**config.mk**
```make
export PLATFORM = sky130hd
export DESIGN_NAME = seq_div_64by32
export DESIGN_NICKNAME = d
export VERILOG_FILES = /design/src/rtl/zilla_div_defs.sv /design/src/rtl/div_restore_step.sv /design/src/rtl/seq_div_64by32.sv
export SDC_FILE = /design/constraint.sdc
export NUM_CORES = 1
export LEC_CHECK = 0
export ABC_AREA = 1
export BUFFER_PORTS_ARGS = -buffer_cell sky130_fd_sc_hd__buf_2
export CAP_MARGIN = 20
export CORE_MARGIN = 2
export CORE_UTILIZATION = 40
export CTS_CLUSTER_SIZE = 40
export DETAILED_ROUTE_END_ITERATION = 6
export GPL_ROUTABILITY_DRIVEN = 1
export GPL_TIMING_DRIVEN = 1
export HOLD_SLACK_MARGIN = 0.1
export PLACE_DENSITY = 0.65
export SLEW_MARGIN = 40
export SYNTH_ARGS = -nofsm -noshare
export SYNTH_HDL_FRONTEND = slang
export SYNTH_HIERARCHICAL = 1
export SYNTH_SLANG_ARGS = --single-unit
```
**constraint.sdc**
```tcl
create_clock -name clk -period 2.61 [get_ports clk]
set_clock_uncertainty 0.05 [all_clocks]
set_input_delay 0.1305 -clock clk [delete_from_list [all_inputs] [get_ports clk]]
set_output_delay 0.1305 -clock clk [all_outputs]
set_load 0.02 [all_outputs]
```
**src/rtl/zilla_div_defs.sv**
```systemverilog
// Shared definitions for the Zilla 64/32 sequential divider: FSM encoding,
// default widths and saturation constants.
package zilla_div_defs;

  localparam int DW_DEF = 32;
  localparam int CW_DEF = 6;

  typedef enum logic [1:0] {
    IDLE  = 2'd0,
    CHECK = 2'd1,
    ITER  = 2'd2,
    DONE  = 2'd3
  } div_state_e;

  localparam logic [31:0] ALL_ONES = 32'hFFFF_FFFF;
  localparam logic [31:0] SAT_POS  = 32'h7FFF_FFFF;
  localparam logic [31:0] SAT_NEG  = 32'h8000_0000;

endpackage

```
**src/rtl/div_restore_step.sv**
```systemverilog
// One combinational radix-2 restoring division step on a guarded partial
// remainder; the caller guarantees r < divisor on entry.
module div_restore_step #(
  parameter int DW = 32
) (
  input  logic [DW:0]   r,
  input  logic [DW-1:0] q,
  input  logic [DW-1:0] divisor,
  output logic [DW:0]   r_next,
  output logic [DW-1:0] q_next
);

  logic [DW+1:0] shifted;
  logic [DW+1:0] trial;

  // Shift is taken one bit wider than the remainder so the sign of the trial
  // subtraction lands in a dedicated bit.
  assign shifted = {r, q[DW-1]};
  assign trial   = shifted - {2'b00, divisor};

  always_comb begin
    r_next = shifted[DW:0];
    q_next = {q[DW-2:0], 1'b0};
    if (!trial[DW+1]) begin
      r_next = trial[DW:0];
      q_next = {q[DW-2:0], 1'b1};
    end
  end

endmodule

```
**src/rtl/seq_div_64by32.sv**
```systemverilog
// Iterative 64/32 restoring divider with valid/ready handshakes.
// Define ZILLA_DIV_SIGNED_EN for two's-complement operands.
module seq_div_64by32
  import zilla_div_defs::*;
#(
  parameter int DW = DW_DEF,
  parameter int CW = CW_DEF
) (
  input  logic            clk,
  input  logic            rst_n,
  input  logic            in_valid,
  output logic            in_ready,
  input  logic [2*DW-1:0] dividend,
  input  logic [DW-1:0]   divisor,
  output logic            out_valid,
  input  logic            out_ready,
  output logic [DW-1:0]   quotient,
  output logic [DW-1:0]   remainder,
  output logic            div_by_zero,
  output logic            overflow
);

  div_state_e state, state_nxt;

  logic [CW-1:0]   cnt;
  logic [2*DW-1:0] dvd_raw;
  logic [DW-1:0]   dvs_raw;
  logic [DW:0]     r_reg;
  logic [DW-1:0]   q_reg;
  logic [DW-1:0]   dvs_mag;
  logic [DW:0]     r_step;
  logic [DW-1:0]   q_step;
  logic [2*DW-1:0] dvd_in_mag;
  logic [DW-1:0]   dvs_in_mag;
  logic [DW-1:0]   sat_q;
  logic [DW-1:0]   final_q;
  logic [DW-1:0]   final_r;
  logic            final_ovf;
  logic            is_zero;
  logic            is_ovf;
  logic            last_step;

`ifdef ZILLA_DIV_SIGNED_EN
  logic sign_q, sign_r, sign_q_in, mag_ovf;

  assign sign_q_in  = dvd_raw[2*DW-1] ^ dvs_raw[DW-1];
  assign dvd_in_mag = dvd_raw[2*DW-1] ? -dvd_raw : dvd_raw;
  assign dvs_in_mag = dvs_raw[DW-1] ? -dvs_raw : dvs_raw;
  assign sat_q      = sign_q_in ? SAT_NEG : SAT_POS;

  // A negative quotient may reach 2^31 in magnitude, a positive one only 2^31-1.
  always_comb begin
    mag_ovf   = sign_q ? (q_step > SAT_NEG) : (q_step > SAT_POS);
    final_ovf = 1'b0;
    final_q   = sign_q ? -q_step : q_step;
    final_r   = sign_r ? -r_step[DW-1:0] : r_step[DW-1:0];
    if (mag_ovf) begin
      final_ovf = 1'b1;
      final_q   = sign_q ? SAT_NEG : SAT_POS;
      final_r   = dvd_raw[DW-1:0];
    end
  end
`else
  assign dvd_in_mag = dvd_raw;
  assign dvs_in_mag = dvs_raw;
  assign sat_q      = ALL_ONES;
  assign final_q    = q_step;
  assign final_r    = r_step[DW-1:0];
  assign final_ovf  = 1'b0;
`endif

  assign is_zero   = (dvs_raw == '0);
  assign is_ovf    = (dvd_in_mag[2*DW-1:DW] >= dvs_in_mag);
  assign last_step = (cnt == CW'(DW-1));
  assign in_ready  = (state == IDLE);
  assign out_valid = (state == DONE);

  div_restore_step #(.DW(DW)) u_step (
    .r       (r_reg),
    .q       (q_reg),
    .divisor (dvs_mag),
    .r_next  (r_step),
    .q_next  (q_step)
  );

  always_ff @(posedge clk or negedge rst_n) begin
    if (!rst_n) state <= IDLE;
    else        state <= state_nxt;
  end

  always_comb begin
    state_nxt = state;
    case (state)
      IDLE:    if (in_valid) state_nxt = CHECK;
      CHECK:   state_nxt = (is_zero || is_ovf) ? DONE : ITER;
      ITER:    if (last_step) state_nxt = DONE;
      DONE:    if (out_ready) state_nxt = IDLE;
      default: state_nxt = IDLE;
    endcase
  end

  // Datapath: operands are only ever sampled on the IDLE handshake, and the
  // result registers only change on entry to DONE.
  always_ff @(posedge clk or negedge rst_n) begin
    if (!rst_n) begin
      cnt         <= '0;
      dvd_raw     <= '0;
      dvs_raw     <= '0;
      r_reg       <= '0;
      q_reg       <= '0;
      dvs_mag     <= '0;
      quotient    <= '0;
      remainder   <= '0;
      div_by_zero <= 1'b0;
      overflow    <= 1'b0;
`ifdef ZILLA_DIV_SIGNED_EN
      sign_q      <= 1'b0;
      sign_r      <= 1'b0;
`endif
    end else begin
      case (state)
        IDLE: begin
          if (in_valid) begin
            dvd_raw     <= dividend;
            dvs_raw     <= divisor;
            div_by_zero <= 1'b0;
            overflow    <= 1'b0;
          end
        end
        CHECK: begin
          if (is_zero) begin
            quotient    <= ALL_ONES;
            remainder   <= dvd_raw[DW-1:0];
            div_by_zero <= 1'b1;
          end else if (is_ovf) begin
            quotient  <= sat_q;
            remainder <= dvd_raw[DW-1:0];
            overflow  <= 1'b1;
          end else begin
            r_reg   <= {1'b0, dvd_in_mag[2*DW-1:DW]};
            q_reg   <= dvd_in_mag[DW-1:0];
            dvs_mag <= dvs_in_mag;
            cnt     <= '0;
`ifdef ZILLA_DIV_SIGNED_EN
            sign_q  <= sign_q_in;
            sign_r  <= dvd_raw[2*DW-1];
`endif
          end
        end
        ITER: begin
          r_reg <= r_step;
          q_reg <= q_step;
          cnt   <= cnt + 1'b1;
          if (last_step) begin
            quotient  <= final_q;
            remainder <= final_r;
            overflow  <= final_ovf;
          end
        end
        default: ;
      endcase
    end
  end

endmodule

```
==> flow_metrics.tcl <==
set metrics [dict create \
    status "complete, but fails checks" \
    violations "design-rule violations, negative setup slack" \
    worstPathRequired_ps 3100 \
    dieHeight_um 204 \
    gr-total-overflow 0 \
    syn_area_um2 16100 \
    postSynthAreaPerCell_um2 7.26 \
    synthSimpleGateAreaFrac_pct 31.9 \
    htree_levels 1 \
    post-place-ws_ps -205 \
    worstPathArrival_ps 3140 \
    end_kind "flop" \
    fin_hold_ws_ps 95.0 \
    post_drt_wl_per_cell_um 18.2 \
    rr_worst_depth 18 \
    hold_class "in -> async" \
    synth_compound_area_share_pct 7.42 \
    clk-insertion-delay-late_ps 600 \
    seq_area_frac_synth_pct 41.6 \
    syn_inst 2214 \
    fp.dieW_um 204 \
    synthesis.nets 2384 \
    r2r_end "remainder[30]" \
    finalCriticalPeriod_ps 2650 \
    synth_area_leaders "dfrtp_1 42%, nand2_1 17%, nand3_1 7.1%" \
    rsz0062_at_grt "yes" \
    drive_gt1_share_pct 27.1 \
    clk_pin_slew_ps 70 \
    cts-buffers-inserted 30 \
    hold_viol 0 \
    synth_top_area_cell "dfrtp_1" \
    fill_cells 3655 \
    path_max_fanout 5 \
    routed_wl_um 57500 \
    antenna_found_initial 0 \
    synth_flop_cell "dfrtp_1" \
    routed.top_layer "met4" \
    wl_met1_um 24500 \
    synth_xor_area_share_pct 0.872 \
    antenna_cells 0 \
    largest_reg_flops 64 \
    grt_pass1_vias 15700 \
    hpwl_um 40100 \
    synth_cell_types 37 \
    area_growth_pct 38.0 \
    async_reset_ff_share_pct 100 \
    rows 73 \
    synth_edf_count 0 \
    cts_root_buf "clkbuf_16" \
    start_kind "flop" \
    grt_start_max_net_pins 91 \
    gp_congestion 0.939 \
    min_period_over_period_pct 101 \
    fin_util_pct 55.9 \
    setup_ws_ps -36.9 \
    drv_slew 0 \
    crit_type "reg -> reg" \
    max_slew_margin_pct 51.1 \
    synth_top_family_by_area "simple AND/OR/NAND/NOR gates" \
    synth_top_area_share_pct 41.6 \
    coreArea_um2 39700 \
    start_util_pct 40.5 \
    vias_per_cell 5.09 \
    drt_iter0_drc 1284 \
    met2_length_um 27100 \
    cts_tree "yes" \
    fmax_mhz 378 \
    r2r-start "r_reg[5]" \
    cts_sinks 267 \
    dieArea_um2 41800 \
    ys_warn_count 6 \
    dr.pass1.iters 7 \
    finalSetupViolations 2 \
    grt_pass1_wl_um 88200 \
    drc 4 \
    yosys.area_share.adder_pct 5.49 \
    vias 16100 \
    port-buffer-count 167 \
    io_pins 168 \
    grt_usage_pct 27.2 \
    synth_seq_cells 267 \
    worst_pin_slew_ps 733 \
    antenna_left 0 \
    drv_cap 0 \
    finalNetCount 2788 \
    dr_wl_met3_um 3410 \
    ff2ff_setup_slack_ps -40 \
    cts_max_path_buffers 3 \
    synth_mux_area_share_pct 1.54 \
]
logic make-up (layout without fill, tap and decap cells):
kind of cell / Yosys count / after routing
and+or+nand+nor: 1208 / 1209
xor gates and xnor gates: 16 / 16
DFF: 267 / 267
adders and majority gates: 70 / 70
AOI/OAI and AO/OA: 234 / 234
buffers and inverters: 397 / 822
muxes: 22 / 22
worst max-delay path, stage by stage (launching register included):
cell,delay (ps)
dfrtp_2,460
ha_4,310
nand2_4,60
nor2_4,150
nand3_2,120
nand3_4,130
nand2_4,60
nand2_4,70
nand2_4,70
buf_6,140
nand3_4,100
buf_12,140
buf_4,110
nand3_1,90
nand2_1,110
nand2_2,90
o21ai_1,150
nand3_1,110
nand2_1,80
cell usage in the layout (no fill, tap or decap), drive strengths merged:
cell           n
a21o           1
a21oi        112
and2          11
buf          381
bufinv         8
clkbuf        35
clkinv         7
clkinvlp       3
dfrtp        267
dlygate4sd3  121
fa             1
ha            69
inv          267
mux2          22
nand2        758
nand3        234
nand3b         1
nand4         20
nor2         139
nor3          11
nor3b          2
o21a           2
o21ai        116
o21bai         3
or2           33
xnor2          1
xor2          15
worst max path at each step:
stage	slack (ps)	from	endpoint	cells after the start
3_5_place_dp	-200	dvs_mag[30]	remainder[30]	17
6_report	-40	r_reg[5]	remainder[30]	18
5_1_grt	-90	r_reg[3]	r_reg[26]	19
3_3_place_gp	-190	dvs_mag[30]	remainder[30]	17
4_1_cts	-70	dvs_mag[24]	remainder[5]	19
2_1_floorplan	340	r_reg[7]	quotient[0]	17
per-stage QoR:
step                area, um^2  instances  setup TNS (ps)
finish                   22200       3165           -47.0
detailed placement       18500       2954           -3480
global placement         18500       2954           -2320
global route             22200       3165           -2880
floorplan                16100       2214               0
CTS                      21300       3140            -804
cell usage after synthesis, types with 2 or more instances:
master / count
nand2_2: 8
clkbuf_1: 42
a21oi_2: 2
inv_2: 2
o21ai_0: 81
ha_1: 69
nand3_2: 5
nor3b_1: 2
xor2_1: 15
o21bai_1: 3
o21ai_1: 35
inv_1: 264
buf_6: 15
dfrtp_1: 267
o21a_1: 2
nand2_1: 745
nand2_4: 3
and2_1: 11
nand3_1: 229
buf_2: 28
nor2_1: 136
buf_4: 45
or2_2: 33
mux2_2: 22
nand4_1: 19
nor3_1: 9
a21oi_1: 110
nor3_2: 2
nor2_2: 2
routing by layer:
layer	vias up	track usage [%]
li1	7767	-
met1	7645	36.1
met2	564	44.8
met3	124	3.87
met4	0	11.1
met5	-	0
layout make-up:
class	count	area, um^2	area share, %
multi-input combinational	1551	8600	38.8
sequential	267	6690	30.1
timing repair buffer	502	4110	18.5
inverter	266	998	4.50
clock buffer	35	800	3.60
tap	525	657	2.96
clock inverter	19	343	1.54
timing repair:
item,4_1_cts,5_1_grt
setup endpoints to repair,55,111
hold buffers,121,0
hold endpoints to repair,336,0
resized for setup,83,177
cloned,4,1
pin swaps,65,68
setup buffers,8,24
Power is left out: the tool's default activity adds up to more than one toggle a clock period on the data nets, which glitch-free logic cannot reach.
